**src/rtl/alu_multicycle.sv**
```systemverilog
// Multicycle ALU: one-cycle arithmetic/logic ops plus iterative shift-add multiply
// and restoring divide, behind a start/busy/done handshake.
module alu_multicycle #(
  parameter int WIDTH = 64,
  parameter int CNT_W = $clog2(WIDTH) + 1
) (
  input  logic             clk,
  input  logic             reset,
  input  logic             start,
  input  logic [WIDTH-1:0] ALUSrcA,
  input  logic [WIDTH-1:0] ALUSrcB,
  input  logic [3:0]       ALUControl,
  output logic [WIDTH-1:0] ALUResult,
  output logic             busy,
  output logic             done,
  output logic             div_by_zero
);

  localparam logic [3:0] OP_ADD  = 4'b0001;
  localparam logic [3:0] OP_SUB  = 4'b0010;
  localparam logic [3:0] OP_OR   = 4'b0011;
  localparam logic [3:0] OP_AND  = 4'b0100;
  localparam logic [3:0] OP_EQ   = 4'b0101;
  localparam logic [3:0] OP_NE   = 4'b0110;
  localparam logic [3:0] OP_MUL  = 4'b0111;
  localparam logic [3:0] OP_DIVU = 4'b1000;
  localparam logic [3:0] OP_REMU = 4'b1001;

  typedef enum logic [1:0] {
    S_IDLE = 2'd0,
    S_EXEC = 2'd1,
    S_DONE = 2'd2
  } state_t;

  state_t           r_state;
  logic [WIDTH-1:0] r_a;
  logic [WIDTH-1:0] r_b;
  logic [3:0]       r_op;
  logic [WIDTH-1:0] r_acc;
  logic [WIDTH-1:0] r_quo;
  logic [WIDTH:0]   r_rem;
  logic [CNT_W-1:0] r_cnt;
  logic [WIDTH-1:0] r_result;
  logic             r_busy;
  logic             r_done;
  logic             r_dbz;

  logic [WIDTH-1:0] w_single;
  logic [WIDTH:0]   w_shift;
  logic [WIDTH:0]   w_diff;
  logic             w_accept;

  function automatic logic is_iter(input logic [3:0] op);
    return (op == OP_MUL) || (op == OP_DIVU) || (op == OP_REMU);
  endfunction

  assign w_accept = start && (r_state != S_EXEC);
  // Restoring-divide step: bring in the next dividend bit, trial-subtract divisor.
  assign w_shift  = {r_rem[WIDTH-1:0], r_quo[WIDTH-1]};
  assign w_diff   = w_shift - {1'b0, r_b};

  always_comb begin
    w_single = {WIDTH{1'b0}};
    case (r_op)
      OP_ADD:  w_single = r_a + r_b;
      OP_SUB:  w_single = r_a - r_b;
      OP_OR:   w_single = r_a | r_b;
      OP_AND:  w_single = r_a & r_b;
      OP_EQ:   w_single = {{(WIDTH-1){1'b0}}, (r_a == r_b)};
      OP_NE:   w_single = {{(WIDTH-1){1'b0}}, (r_a != r_b)};
      default: w_single = {WIDTH{1'b0}};
    endcase
  end

  always_ff @(posedge clk or posedge reset) begin
    if (reset) begin
      r_state  <= S_IDLE;
      r_a      <= {WIDTH{1'b0}};
      r_b      <= {WIDTH{1'b0}};
      r_op     <= 4'b0000;
      r_acc    <= {WIDTH{1'b0}};
      r_quo    <= {WIDTH{1'b0}};
      r_rem    <= {(WIDTH+1){1'b0}};
      r_cnt    <= {CNT_W{1'b0}};
      r_result <= {WIDTH{1'b0}};
      r_busy   <= 1'b0;
      r_done   <= 1'b0;
      r_dbz    <= 1'b0;
    end else begin
      case (r_state)
        S_IDLE, S_DONE: begin
          r_done <= 1'b0;
          if (w_accept) begin
            r_state <= S_EXEC;
            r_a     <= ALUSrcA;
            r_b     <= ALUSrcB;
            r_op    <= ALUControl;
            r_acc   <= {WIDTH{1'b0}};
            r_quo   <= ALUSrcA;
            r_rem   <= {(WIDTH+1){1'b0}};
            r_cnt   <= {CNT_W{1'b0}};
            r_busy  <= is_iter(ALUControl);
          end else begin
            r_state <= S_IDLE;
          end
        end
        S_EXEC: begin
          if (!is_iter(r_op)) begin
            r_result <= w_single;
            r_dbz    <= 1'b0;
            r_done   <= 1'b1;
            r_busy   <= 1'b0;
            r_state  <= S_DONE;
          end else if (r_cnt == CNT_W'(WIDTH)) begin
            // A zero divisor falls out naturally: quotient all ones, remainder = dividend.
            case (r_op)
              OP_MUL:  r_result <= r_acc;
              OP_DIVU: r_result <= r_quo;
              default: r_result <= r_rem[WIDTH-1:0];
            endcase
            r_dbz   <= (r_op != OP_MUL) && (r_b == {WIDTH{1'b0}});
            r_done  <= 1'b1;
            r_busy  <= 1'b0;
            r_state <= S_DONE;
          end else begin
            r_cnt <= r_cnt + {{(CNT_W-1){1'b0}}, 1'b1};
            if (r_op == OP_MUL) begin
              r_acc <= r_b[0] ? (r_acc + r_a) : r_acc;
              r_a   <= r_a << 1;
              r_b   <= r_b >> 1;
            end else begin
              r_rem <= w_diff[WIDTH] ? w_shift : w_diff;
              r_quo <= {r_quo[WIDTH-2:0], ~w_diff[WIDTH]};
            end
          end
        end
        default: begin
          r_state <= S_IDLE;
          r_busy  <= 1'b0;
          r_done  <= 1'b0;
        end
      endcase
    end
  end

  assign ALUResult   = r_result;
  assign busy        = r_busy;
  assign done        = r_done;
  assign div_by_zero = r_dbz;

endmodule

```
**config.mk**
```make
export PLATFORM = sky130hd
export DESIGN_NAME = alu_multicycle
export DESIGN_NICKNAME = d
export VERILOG_FILES = /design/src/rtl/alu_multicycle.sv
export SDC_FILE = /design/constraint.sdc
export NUM_CORES = 2
export LEC_CHECK = 0
export ABC_AREA = 1
export CORE_MARGIN = 2
export CORE_UTILIZATION = 55
export CTS_BUF_LIST = sky130_fd_sc_hd__clkbuf_4
export CTS_CLUSTER_DIAMETER = 50
export DETAILED_ROUTE_END_ITERATION = 10
export HOLD_SLACK_MARGIN = 0.06
export PLACE_DENSITY = 0.74
export SLEW_MARGIN = 20
export SYNTH_ARGS = -nofsm -noshare
export SYNTH_HDL_FRONTEND = slang
export SYNTH_SLANG_ARGS = --single-unit
```
**constraint.sdc**
```tcl
create_clock -name clk -period 22.2 [get_ports clk]
set_input_delay 4.44 -clock clk [delete_from_list [all_inputs] [get_ports clk]]
set_output_delay 4.44 -clock clk [all_outputs]
set_load 0.01 [all_outputs]
```
# Yosys cells after proc, flatten, opt, wreduce, memory -nomap -nowiden
# Index checks and enable logic that the tools add are counted.
# classes
mux	47
bitwise_logic	3
n_eq_ne	27
reduce_logical	17
n_addsub	5
# ops
op	n
2-to-1 mux 64 bit	23
one-hot mux 64 bit (2 select lines)	6
one-hot mux 64 bit (6 select lines)	1
adder 64 bit	2
subtractor 65 x 64 -> 65 bit	1
bitwise AND 64 bit	1
== test 64 bit	1
zero test 64 bit	1
inequality test 64 bit	1
OR 64 bit	1
subtractor 64 bit	1
2-to-1 mux 7 bit	3
== test 4 x 3 -> 1 bit, second input constant	5
== test 4 bit, second input constant	4
one-hot mux 7 bit (2 select lines)	1
inequality test 2 bit, second input constant	6
AND reduction 5 bit	2
2-to-1 mux 1 bit	9
== test 4 x 2 -> 1 bit, second input constant	2
adder 7 x 1 -> 7 bit, second input constant	1
== test 7 bit, second input constant	1
AND reduction 2 bit	3
AND reduction 6 bit	1
== test 4 x 1 -> 1 bit, second input constant	1
other kinds (15)	21
# totals
output_inout_bits	67
inputBits	135
elab_cells	111
ff_bits	400

# Depth between registers and ports, before layout
# logic_depth
ltp_word	6
depth_mapped	21
mapped_depth_nobuf	20

# Worst setup path after synthesis
# Ideal clock, no wire load.
# synth_path
path_kind	input port to flip-flop
from	in start
to	reg r_quo[11]
setup_slack_ns	16.610
t_arrival_ns	5.460
setup_ns	0.130
n_path_buf	2
required_ns	22.070
path_stages	9
cell_sequence	nand2_1 nor2_1 inv_1 nand2_1 nand2_1 buf_2 buf_2 a22oi_1 o21ai_0
# synth_between
elab_chain_len	3
# synth_rtl
element	line	text
start, declared	9	input logic start,
logical AND 1 bit	57	assign w_accept = start && (r_state != S_EXEC);
inequality test 2 bit (no line)	--	
AND reduction 5 bit (no line)	--	
end signal, assigned	82	r_quo <= {WIDTH{1'b0}};
end signal, assigned	99	r_quo <= ALUSrcA;
end signal, assigned	133	r_quo <= {r_quo[WIDTH-2:0], ~w_diff[WIDTH]};
end, declared	40	logic [WIDTH-1:0] r_quo;
# No other way between the ends.
# A chain may end at the register's enable or synchronous reset.

# Worst setup path in the final report
# layout_path
from	in start
to	reg r_rem[58]
# layout_between
elab_chain_len	3
# layout_rtl
element	line	text
logical AND 1 bit	57	
inequality test 2 bit (no line)	--	
AND reduction 5 bit (no line)	--	
end signal, assigned	83	r_rem <= {(WIDTH+1){1'b0}};
end signal, assigned	100	r_rem <= {(WIDTH+1){1'b0}};
end signal, assigned	132	r_rem <= w_diff[WIDTH] ? w_shift : w_diff;
end, declared	41	logic [WIDTH:0] r_rem;
# No other way between the ends.

==> flow_summary.json <==
{
  "via_per_inst": 5.90,
  "cap_violations": 0,
  "reg2reg_setup_slack_ns": 16.06,
  "slew_headroom_pct": 14.0,
  "wl_per_cell_um": 23.2,
  "multi_input_area_um2": 26900,
  "cp.arrival_ns": 8.66,
  "ctsLongestPathBuffers": 3,
  "grt_pass1_wl_um": 287000,
  "clkSlewWorstSetupHoldPaths_ns": 0.07,
  "die_x_um": 283,
  "portBuffers": 201,
  "tns_ns": 0,
  "peakVddDrop_v": 0.000108,
  "coreArea_um2": 77300,
  "syn_area_um2": 42900,
  "final_area_um2": 46900,
  "whs_path_depth": 2,
  "antenna_found_initial": 9,
  "drc": 0,
  "cts_root_buffer": "clkbuf_4",
  "synthFlopType": "dfrtp_1",
  "dieArea_um2": 80200,
  "synth_edf_count": 0,
  "ys_seq_area_share_pct": 23.3,
  "placed_area_um2": 45500,
  "endpoint": "r_rem[58]",
  "start_util_pct": 55.5,
  "dp_hpwl_um": 162000,
  "synthDistinctLibCells": 52,
  "worst-slew-pin-transition_ns": 1.28,
  "power.share.sequential_pct": 18.3,
  "chipHeight_um": 283,
  "syn2layout_area_growth_pct": 9.42,
  "grt_usage_pct": 47.9,
  "cts_hold_buf": 0,
  "timing.final.ws_setup_ns": 14.43,
  "n_fill_cell": 7902,
  "ys_ff_latch": 399,
  "grt_pass1_vias": 46400,
  "path_cells": "clkdlybuf4s50_1 -> nand2_1 -> nor2_4 -> buf_4 -> inv_1 -> nand2_1 -> nand3_4 -> inv_2 -> buf_4 -> nand2_1 -> nand2_1 -> nand2_1 -> nand2_1",
  "clkPwrFrac_pct": 9.5,
  "row_count": 102,
  "cts_tree": "done",
  "drv_slew": 0,
  "power.share.combinational_pct": 72.2,
  "htree_levels": 3,
  "timing.rr.end": "r_rem[58]",
  "layout_commonest_cell": "nand2_1",
  "final-setup-viol-count": 0,
  "cp_max_fo": 76,
  "cts_resized": 0,
  "status": "finished, final reports clean",
  "seq_area_um2": 9980,
  "globalplace.congestion": 1.13,
  "switchingPower_mw": 4.77,
  "netlist_instances": 7310,
  "drtIter0Drc": 6605,
  "rsz0062_at_grt": "no",
  "async_flop_share_pct": 100,
  "cellPowerDensity_nw_per_um2": 163,
  "synth_top_area_share_pct": 23.3,
  "reg2reg_from": "r_op[2]",
  "cp.required_ns": 23.09,
  "worstSetupPathType": "input pin to flip-flop",
  "pre_cts_ws_ns": 13.62,
  "clock_latency_ns": 1.03,
  "synth_top_cell_by_area": "dfrtp_1",
  "first_pass_iters": 9,
  "finalCritPeriodShare_pct": 35.0,
  "finalWirelength_um": 199000,
  "min_period_ns": 7.77,
  "hp-class": "flip-flop to flip-flop",
  "numCtsBuffers": 114,
  "yosysWarnings": 0,
  "ant_nets": 0,
  "drive_above_1_share_pct": 4.54,
  "switching_share_pct": 62.4,
  "syn_area_per_cell_um2": 5.87,
  "cpMostUsedCell": "nand2_1",
  "postCtsSetupRepairBufs": 0,
  "p_leak_nw": 25.5,
  "clock-sinks": 399,
  "via_count": 50500,
  "crit_path_start": "start",
  "dp.cells": 8355,
  "synth_area_leaders": "dfrtp_1 (23%), nand2_1 (21%), inv_1 (11%), ha_1 (9.8%), o21ai_0 (5.7%)",
  "most-common-layout-cells": "nand2_1 (2,417), inv_1 (1,305), nor2_1 (606)",
  "cpMaxStageDelayCell": "inv_2",
  "worst-r2r-cell-count": 18,
  "pin_count": 202,
  "final_nets": 7907,
  "end_kind": "flip-flop",
  "syn_nets": 7786,
  "worst_hold_slack_ns": 0.494,
  "hold_viol": 0,
  "grt_max_degree": 153,
  "start_kind": "input pin",
  "max_stage_delay_ns": 0.79,
  "fin_worst_skew_ns": 0.109,
  "stdcell_count": 8559,
  "maxClockFrequency_ghz": 0.129,
  "final_core_util_pct": 60.7,
  "power.total_mw": 7.64,
  "grt.overflow.total": 0,
  "p_int_mw": 2.88,
  "hp-start": "ALUResult[24]"
}
==> how the worst min path moves through the flow <==
| stage | to |
|---|---|
| global placement | div_by_zero |
| CTS | r_quo[35] |
| finish | ALUResult[24] |
| floorplan | r_quo[10] |
| detailed placement | ALUResult[24] |
| global route | ALUResult[25] |
==> registers in the layout, summed over array words and instances (netlist names) <==
register and count:
r_rem 64, r_acc 64, div_by_zero 1, done 1
ALUResult 64, r_a 64, r_op 4, busy 1
r_b 64, r_state 1, r_cnt 7, r_quo 64
==> Yosys cell counts, drive strengths merged (30+ instances only) <==
cell type,instances
o211ai,75
a22oi,64
nor2,625
ha,337
buf,96
dfrtp,399
nand4,85
or2,35
nand2,2466
nand3,427
nor3,56
clkbuf,130
a21oi,363
inv,1330
o22ai,88
o21ai,527
o21bai,30
==> area by class of cell <==
type                       instances  share of cell area (%)
antenna                            6                  0.0320
clock buffer                     156                    2.50
clock inverter                    42                   0.571
inverter                        1331                    10.7
multi-input combinational       5354                    57.4
sequential                       399                    21.3
tap                             1040                    2.77
timing repair buffer             231                    4.79
==> metal layers <==
| layer | part of all wire [%] | vias up | GRT usage (%) |
|---|---|---|---|
| li1 | - | 23400 | - |
| met1 | 37 | 23100 | 60.8 |
| met2 | 40 | 3367 | 68.5 |
| met3 | 15 | 655 | 17.4 |
| met4 | 7.5 | 12 | 30.6 |
| met5 | 0.040 | - | 0 |
==> critical path, delay by kind of cell <==
family | cells | cell delay [ns]
buffers and inverters | 5 | 2.88
AND/OR/NAND/NOR | 8 | 1.23
==> logic make-up after synthesis <==
group / share of synthesized area (%)
flops: 23.3
xor+xnor: 0.919
compound gates: 15.8
fa+ha+maj: 10.0
simple gates: 35.9
buf+inv: 14.0
==> power by group through the flow <==
stage                     combinational (mW)  sequential (mW)  clock [mW]
after global placement                  5.13             1.35           0
final                                   5.52             1.40       0.724
after detailed placement                5.23             1.37           0
after CTS                               5.24             1.36       0.722
after floorplan                         3.49             1.23           0
after global routing                    5.94             1.41       0.761
(Power assumes the default switching activity.)
